`src/rtl/timestamp_timer_mc.sv`:
```
// rtl/timestamp_timer_mc.sv - prescaled timestamp counter with epoch count and capture channels
// Capture channels sample the registered (pre-increment) timestamp seen in the request cycle.
module timestamp_timer_mc #(
  parameter int TS_BITS       = 32,
  parameter int PRESCALE_BITS = 16,
  parameter int EPOCH_BITS    = 8,
  parameter int NUM_CAPT      = 4
) (
  input  logic                         clk,
  input  logic                         rst,
  input  logic                         enable,
  input  logic                         clear,
  input  logic [PRESCALE_BITS-1:0]     prescale_div,
  output logic [TS_BITS-1:0]           timestamp,
  output logic                         tick,
  output logic                         wrap,
  output logic [EPOCH_BITS-1:0]        epoch,
  input  logic [NUM_CAPT-1:0]          capt_req,
  input  logic [NUM_CAPT-1:0]          capt_ack,
  output logic [NUM_CAPT-1:0]          capt_valid,
  output logic [NUM_CAPT*TS_BITS-1:0]  capt_ts,
  output logic [NUM_CAPT-1:0]          capt_ovf
);

  localparam logic [TS_BITS-1:0]       TS_ONE  = 1;
  localparam logic [PRESCALE_BITS-1:0] PRE_ONE = 1;
  localparam logic [EPOCH_BITS-1:0]    EP_ONE  = 1;

  logic [PRESCALE_BITS-1:0]          pre_cnt;
  logic [NUM_CAPT-1:0][TS_BITS-1:0]  capt_q;

  assign capt_ts = capt_q;

  always_ff @(posedge clk) begin
    if (rst) begin
      pre_cnt   <= '0;
      timestamp <= '0;
      tick      <= 1'b0;
      wrap      <= 1'b0;
      epoch     <= '0;
    end else if (clear) begin
      pre_cnt   <= '0;
      timestamp <= '0;
      tick      <= 1'b0;
      wrap      <= 1'b0;
      epoch     <= '0;
    end else if (enable) begin
      // >= so a divisor lowered below the running count restarts on the next enabled cycle
      if (pre_cnt >= prescale_div) begin
        pre_cnt   <= '0;
        timestamp <= timestamp + TS_ONE;
        tick      <= 1'b1;
        wrap      <= (timestamp == '1);
        if (timestamp == '1 && epoch != '1)
          epoch <= epoch + EP_ONE;
      end else begin
        pre_cnt <= pre_cnt + PRE_ONE;
        tick    <= 1'b0;
        wrap    <= 1'b0;
      end
    end else begin
      tick <= 1'b0;
      wrap <= 1'b0;
    end
  end

  always_ff @(posedge clk) begin
    if (rst) begin
      capt_valid <= '0;
      capt_ovf   <= '0;
      capt_q     <= '0;
    end else begin
      for (int i = 0; i < NUM_CAPT; i++) begin
        if (capt_req[i]) begin
          if (!capt_valid[i] || capt_ack[i]) begin
            capt_q[i]     <= timestamp;
            capt_valid[i] <= 1'b1;
          end else begin
            capt_ovf[i] <= 1'b1;
          end
        end else if (capt_ack[i]) begin
          capt_valid[i] <= 1'b0;
        end
      end
    end
  end

endmodule

```
`config.mk`:
```
export PLATFORM = sky130hd
export DESIGN_NAME = timestamp_timer_mc
export DESIGN_NICKNAME = d
export VERILOG_FILES = /design/src/rtl/timestamp_timer_mc.sv
export SDC_FILE = /design/constraint.sdc
export NUM_CORES = 1
export LEC_CHECK = 0
export CORE_MARGIN = 3
export CORE_UTILIZATION = 44
export DETAILED_ROUTE_END_ITERATION = 16
export PLACE_DENSITY = 0.87
export RECOVER_POWER = 25
export SETUP_SLACK_MARGIN = 0.2
export SLEW_MARGIN = 20
export SYNTH_ARGS = -nofsm -noshare
export SYNTH_HDL_FRONTEND = slang
export SYNTH_SLANG_ARGS = --single-unit
```
`constraint.sdc`:
```
create_clock -name clk -period 2.5 [get_ports clk]
set_clock_uncertainty 0.05 [all_clocks]
set_input_delay 0.375 -clock clk [delete_from_list [all_inputs] [get_ports clk]]
set_output_delay 0.375 -clock clk [all_outputs]
set_load 0.02 [all_outputs]
```
==> metrics.cfg <==
[run_status]
status = completed

[sta]
fmax_ghz = 0.408
worst_pin_slew_ns = 1.24
max_slew_margin = 0.175
period_minus_slack_ns = 2.45
setup_ws_ns = 0.0505
drv_slew = 0
setup_viol = 0
rsz0062_at_grt = true
hold_viol = 0
fin_crit_sh = 0.980
hold_ws_ns = 0.404

[drt]
wl_um = 26600
detail_route.vias_per_cell = 5.65
drt_first_pass_iters = 8
wl_per_cell_um = 18.2
ant_nets = 0
vias = 8284
drc = 0
drtIter0Drc = 699

[setup_path]
cp-end-kind = flop
r2r_cells = 10
path_class = primary input to flop
required_ns = 2.82
start_kind = primary input
cp.arrival_ns = 2.77
path_max_fanout = 9

[power_and_ir_drop]
pwr_density_cell_nw_per_um2 = 529
peakVddDrop_uv = 380
power_leakage_nw = 3.95

[logic_synthesis]
yosys.area.top_type = dfxtp_1
syn_area_per_cell_um2 = 7.90
synth_top_cell_area_share = 0.482
syn_area_um2 = 8060
synth_edf_count = 0
yosysMostFrequentCell = nand2_1
synth.distinct_cells = 48
synth_nets = 1068
synth_ff_type = dfxtp_1
yosys_warnings = 0
syn_inst = 1021
yosys-top-cells-area = dfxtp_1 (48%), nand2_1 (13%), a21oi_1 (11%)
seq_area_frac_synth = 0.482
ys_ff_latch = 194
synthArstFlopShare = 0
ys_top_cells_by_count = nand2_1 (283), dfxtp_1 (194), a21oi_1 (171)

[clocking]
cts_buffer_depth = 2
cts_buffers = 17
htreeDepth = 4
cts-root-buf = clkbuf_16
postCtsHoldBufs = 0
cts_tree = done
clock_latency_ns = 0.44
clkTransAtPathRegs_ns = 0.07
cts.sinks = 194

[global_route]
grt_usage = 0.252
grt.overflow.total = 0
antenna_found_initial = 0
grt_max_degree = 58
grt_pass1_wl_um = 40200
grt_pass1_vias = 7716

[placement]
place_ws_ns = -0.377
port_buffers = 205
globalplace.congestion = 0.873
place_hpwl_um = 17900

[final_layout]
syn_to_final_growth_pct = 42.7
drive_gt1_frac = 0.140
n_antenna_cell = 0
num-fill-cells = 1425
nets = 1275

[floorplanning]
die_x_um = 141
num_rows = 48
die-height_um = 141
dieArea_um2 = 20000
initial_core_util = 0.458
coreArea_um2 = 17600
io_pins = 206

[min_path]
hp-class = flop to flop
holdPathStages = 2

[run]
max_cap_viol_count = 0

[worst paths after layout]
kind | endpoint | slack, ns | startpoint
worst min register to register | capt_ts[59] | 0.40 | capt_ts[59]
worst max register to register | pre_cnt[2] | 0.07 | pre_cnt[6]
worst min-delay path | capt_ts[59] | 0.40 | capt_ts[59]
worst max-delay path | epoch[3] | 0.05 | prescale_div[15]
[power breakdown]
part | leakage, nW | switching (mW) | total, mW | internal [mW]
combinational | 2.09 | 0.216 | 0.315 | 0.0997
clock | 0.279 | 1.20 | 2.67 | 1.47
sequential | 1.58 | 0.00400 | 3.10 | 3.09
total | 3.95 | 1.42 | 6.08 | 4.66
[what timing repair did]
action                     4_1_cts  5_1_grt
resized for setup               11       41
setup endpoints to repair       56       56
buffers inserted                 1        2
pin swaps                        4       29
[layout by cell type (no fill, tap or decap), drive strengths merged, types with 22 or more instances in the layout]
cell type,instances
inv,23
nor2,35
o31ai,22
or4,30
nand2,284
clkbuf,25
buf,64
nand3,32
clkdlybuf4s50,192
dfxtp,194
a21oi,171
[area by class of cell]
type                            instances  area (um^2)  share of cell area
Multi-Input combinational cell        717         4000               0.348
Sequential cell                       194         3920               0.341
Timing Repair Buffer                  275         2640               0.229
Clock buffer                           18          429              0.0373
Tap cell                              225          282              0.0245
Clock inverter                         13          140              0.0122
Inverter                               23         88.8             0.00772
[critical path: stages]
cell,delay (ns)
clkdlybuf4s50_1,0.45
inv_1,0.04
ha_1,0.28
nand4_1,0.20
nor3_2,0.30
a2111oi_4,0.14
buf_12,0.18
buf_4,0.16
or4_1,0.50
a21oi_1,0.13
[registers in the layout, indices dropped and copies added (netlist names)]
register	flops
wrap	1
timestamp	32
capt_ts	128
pre_cnt	16
capt_ovf	4
tick	1
epoch	8
capt_valid	4
[routing by layer]
metal  share of wire  global-route usage  routed length [um]  up-vias
li1                -                   -                   -     3893
met1            0.41               0.315               10800     3876
met2            0.47               0.422               12600      446
met3           0.086              0.0543                2290       69
met4           0.033               0.107                 879        0
met5               0                   0                   0        -
[cells by family after synthesis]
kind of cell | Yosys count | synth area share
xor gates and xnor gates | 11 | 0.0120
DFF | 194 | 0.482
adders and majority gates | 19 | 0.0295
buffers and inverters | 110 | 0.0535
and+or+nand+nor | 455 | 0.262
muxes | 1 | 0.00124
AOI/OAI and AO/OA | 231 | 0.160
[metrics by stage]
step | area (um^2) | TNS (ns) | total power [mW] | util | cells
global route | 11500 | -0.0421 | 6.27 | 0.654 | 1465
global placement | 10700 | -16.65 | 3.47 | 0.609 | 1431
floorplan | 8260 | 0 | 3.34 | - | 1021
detailed placement | 10700 | -19.11 | 3.47 | 0.609 | 1431
CTS | 11300 | 0 | 6.10 | 0.645 | 1463
finish | 11500 | 0 | 6.08 | 0.654 | 1465
(Power assumes the default switching activity.)
==> variant (config.mk and constraints unchanged) <==
Register the input `prescale_div` before use, cleared by the reset. The logic sees it one clock later. The other inputs are not delayed to match.
--- a/src/rtl/timestamp_timer_mc.sv
+++ b/src/rtl/timestamp_timer_mc.sv
@@ -26,6 +26,16 @@
   localparam logic [PRESCALE_BITS-1:0] PRE_ONE = 1;
   localparam logic [EPOCH_BITS-1:0]    EP_ONE  = 1;
 
+  logic [PRESCALE_BITS-1:0] prescale_div_q;
+
+  always_ff @(posedge clk) begin
+    if (rst) begin
+      prescale_div_q <= '0;
+    end else begin
+      prescale_div_q <= prescale_div;
+    end
+  end
+
   logic [PRESCALE_BITS-1:0]          pre_cnt;
   logic [NUM_CAPT-1:0][TS_BITS-1:0]  capt_q;
 
@@ -46,7 +56,7 @@
       epoch     <= '0;
     end else if (enable) begin
       // >= so a divisor lowered below the running count restarts on the next enabled cycle
-      if (pre_cnt >= prescale_div) begin
+      if (pre_cnt >= prescale_div_q) begin
         pre_cnt   <= '0;
         timestamp <= timestamp + TS_ONE;
         tick      <= 1'b1;
Formal check against the unedited RTL: not equivalent (Yosys sat finds a counterexample within 4 cycles, from zero or initial values and one cycle with rst high).
==> variant against the original RTL <==
The flow now finishes with violations (negative setup slack). Final area rose by 9.6%. Setup slack got worse by 0.11 ns. Highest routed layer unchanged. Sequential cell count rose by 16. Largest power group is now clock. Power rose by 17%. Critical path type is now reg -> reg. Area after synthesis rose by 4.6%. First-iteration DRC count fell by 3.7%. Routed wire length rose by 5.8%. Synthesized cell count rose by 0.78%.
==> variant: results (changes against the original RTL) <==
Synth
  – Top cells by area, synth: dfxtp_1 (50%), nand2_1 (13%), a21oi_1 (10%) (was dfxtp_1 (48%), nand2_1 (13%), a21oi_1 (11%))
  – Xor-xnor portion of the synthesized cell area: 1.77% (was 1.20%)
  – Syn_nets: 1076 (was 1068)
  – Sequential share of the synthesized area: 49.9% (was 48.2%)
  – Adder-cell share of the synthesized area: 2.82% (was 2.95%)
  – Syn Area/Cell: 8.20 um^2 (was 7.90 um^2)
  – Count of cell types in the netlist: 56 (was 48)
  – Synth Area in Compound Gates: 14.7% (was 16.0%)

Placed design
  – Placed instance area: 11000 um^2 (was 10700 um^2)
  – DP Wirelength: 17000 um (was 17900 um)
  – Dpl ws: -0.0651 ns (was -0.377 ns)

STA
  – Worst-Margin Slew: 1.01 ns (was 1.24 ns)
  – # setup viols final: 17 (was 0)
  – Worst setup margin: -0.0584 ns (was 0.0505 ns)

Worst setup path
  – Path depth of the worst reg2reg path: 9 (was 10)
  – CP max FO: 8 (was 9)
  – Crit-path leading delay family: compound AO/OA/AOI/OAI gates (was simple AND/OR/NAND/NOR gates)
  – Worst EP arrival: 2.93 ns (was 2.77 ns)

Power
  – Pint: 0.00559 W (was 0.00466 W)
  – Sequential share of power: 47.2% (was 50.9%)
  – VDD IR-drop max: 462 uV (was 380 uV)
  – Comb power: 0.000354 W (was 0.000315 W)
  – P_leak: 4.21 nW (was 3.95 nW)

Status
  – Status: finished, violations left (was finished, final reports clean)
  – Failing checks: negative setup slack

Clock network
  – Post-CTS sizing: 49 (was 11)
  – Total CTS buffers: 22 (was 17)
  – Max Buffers Root-to-Sink: 3 (was 2)
  – Setup repair bufs after CTS: 10 (was 1)

Layout
  – # fillers: 1380 (was 1425)
  – Share of cells above drive strength 1: 19.5% (was 14.0%)
  – Max reg flops: 128 (unchanged)
  – Final std cells w/o fill: 1514 (was 1465)

Min path
  – Hold Path Class: in -> reg (was reg -> reg)
  – Hold depth: 3 (was 2)

Global routing
  – Global-route wire length before repair: 40100 um (was 40200 um)
  – Largest net degree at the start of global routing: 153 (was 58)
  – Vias in the first global route: 7832 (was 7716)

Drt
  – DRT iter0 DRCs: 673 (was 699)
  – Via count: 8481 (was 8284)
variant: changes by cell type after synthesis, sizes merged, moves of 4 or more:
cell    change
nand3b      +4
or4        -14
dfxtp      +16
buf         +6
nor2        +4
or3         -4
and3        +5
nand4       -7
o31ai       -5
clkbuf     -14
inv         -4
nor2b      +17
variant: cell families (layout without fill, tap and decap cells):
family	Yosys count	in the layout
XOR/XNOR	17	17
AO/OA/AOI/OAI	224	224
buffers and inverters	99	349
multiplexers	1	1
flip-flops	210	210
adder cells (fa/ha/maj)	19	19
AND/OR/NAND/NOR	459	460
variant: per-layer routing:
metal / GRT usage [%] / share of wire, % / routed length (um)
met1: 28.4 / 37 / 10500
met2: 40.7 / 50 / 14000
met3: 5.85 / 8.1 / 2280
met4: 10.7 / 4.9 / 1390
met5: 0 / 0 / 0
variant: area by class of cell:
| cell class | count | share of cell area [%] |
|---|---|---|
| Clock buffer | 35 | 5.50 |
| Clock inverter | 4 | 0.566 |
| Inverter | 19 | 0.566 |
| Multi-Input combinational cell | 721 | 34.7 |
| Sequential cell | 210 | 33.8 |
| Tap cell | 234 | 2.32 |
| Timing Repair Buffer | 291 | 22.5 |
variant: final timing paths:
check	start	to	slack (ns)
max	prescale_div_q[13]	timestamp[26]	-0.06
min	rst	wrap	0.20
max reg2reg	prescale_div_q[13]	timestamp[26]	-0.06
min reg2reg	capt_ts[86]	capt_ts[86]	0.40
variant: metrics by stage:
step	hold slack, ns	power [W]	TNS (ns)	utilization (%)
3_5_place_dp	0.396	0.00375	-0.316	58.4
5_1_grt	0.197	0.00733	-1.59	67.1
3_3_place_gp	0.391	0.00374	0	58.4
2_1_floorplan	0.412	0.00362	0	-
4_1_cts	0.177	0.00714	-0.148	64.4
6_report	0.201	0.00714	-0.445	67.1
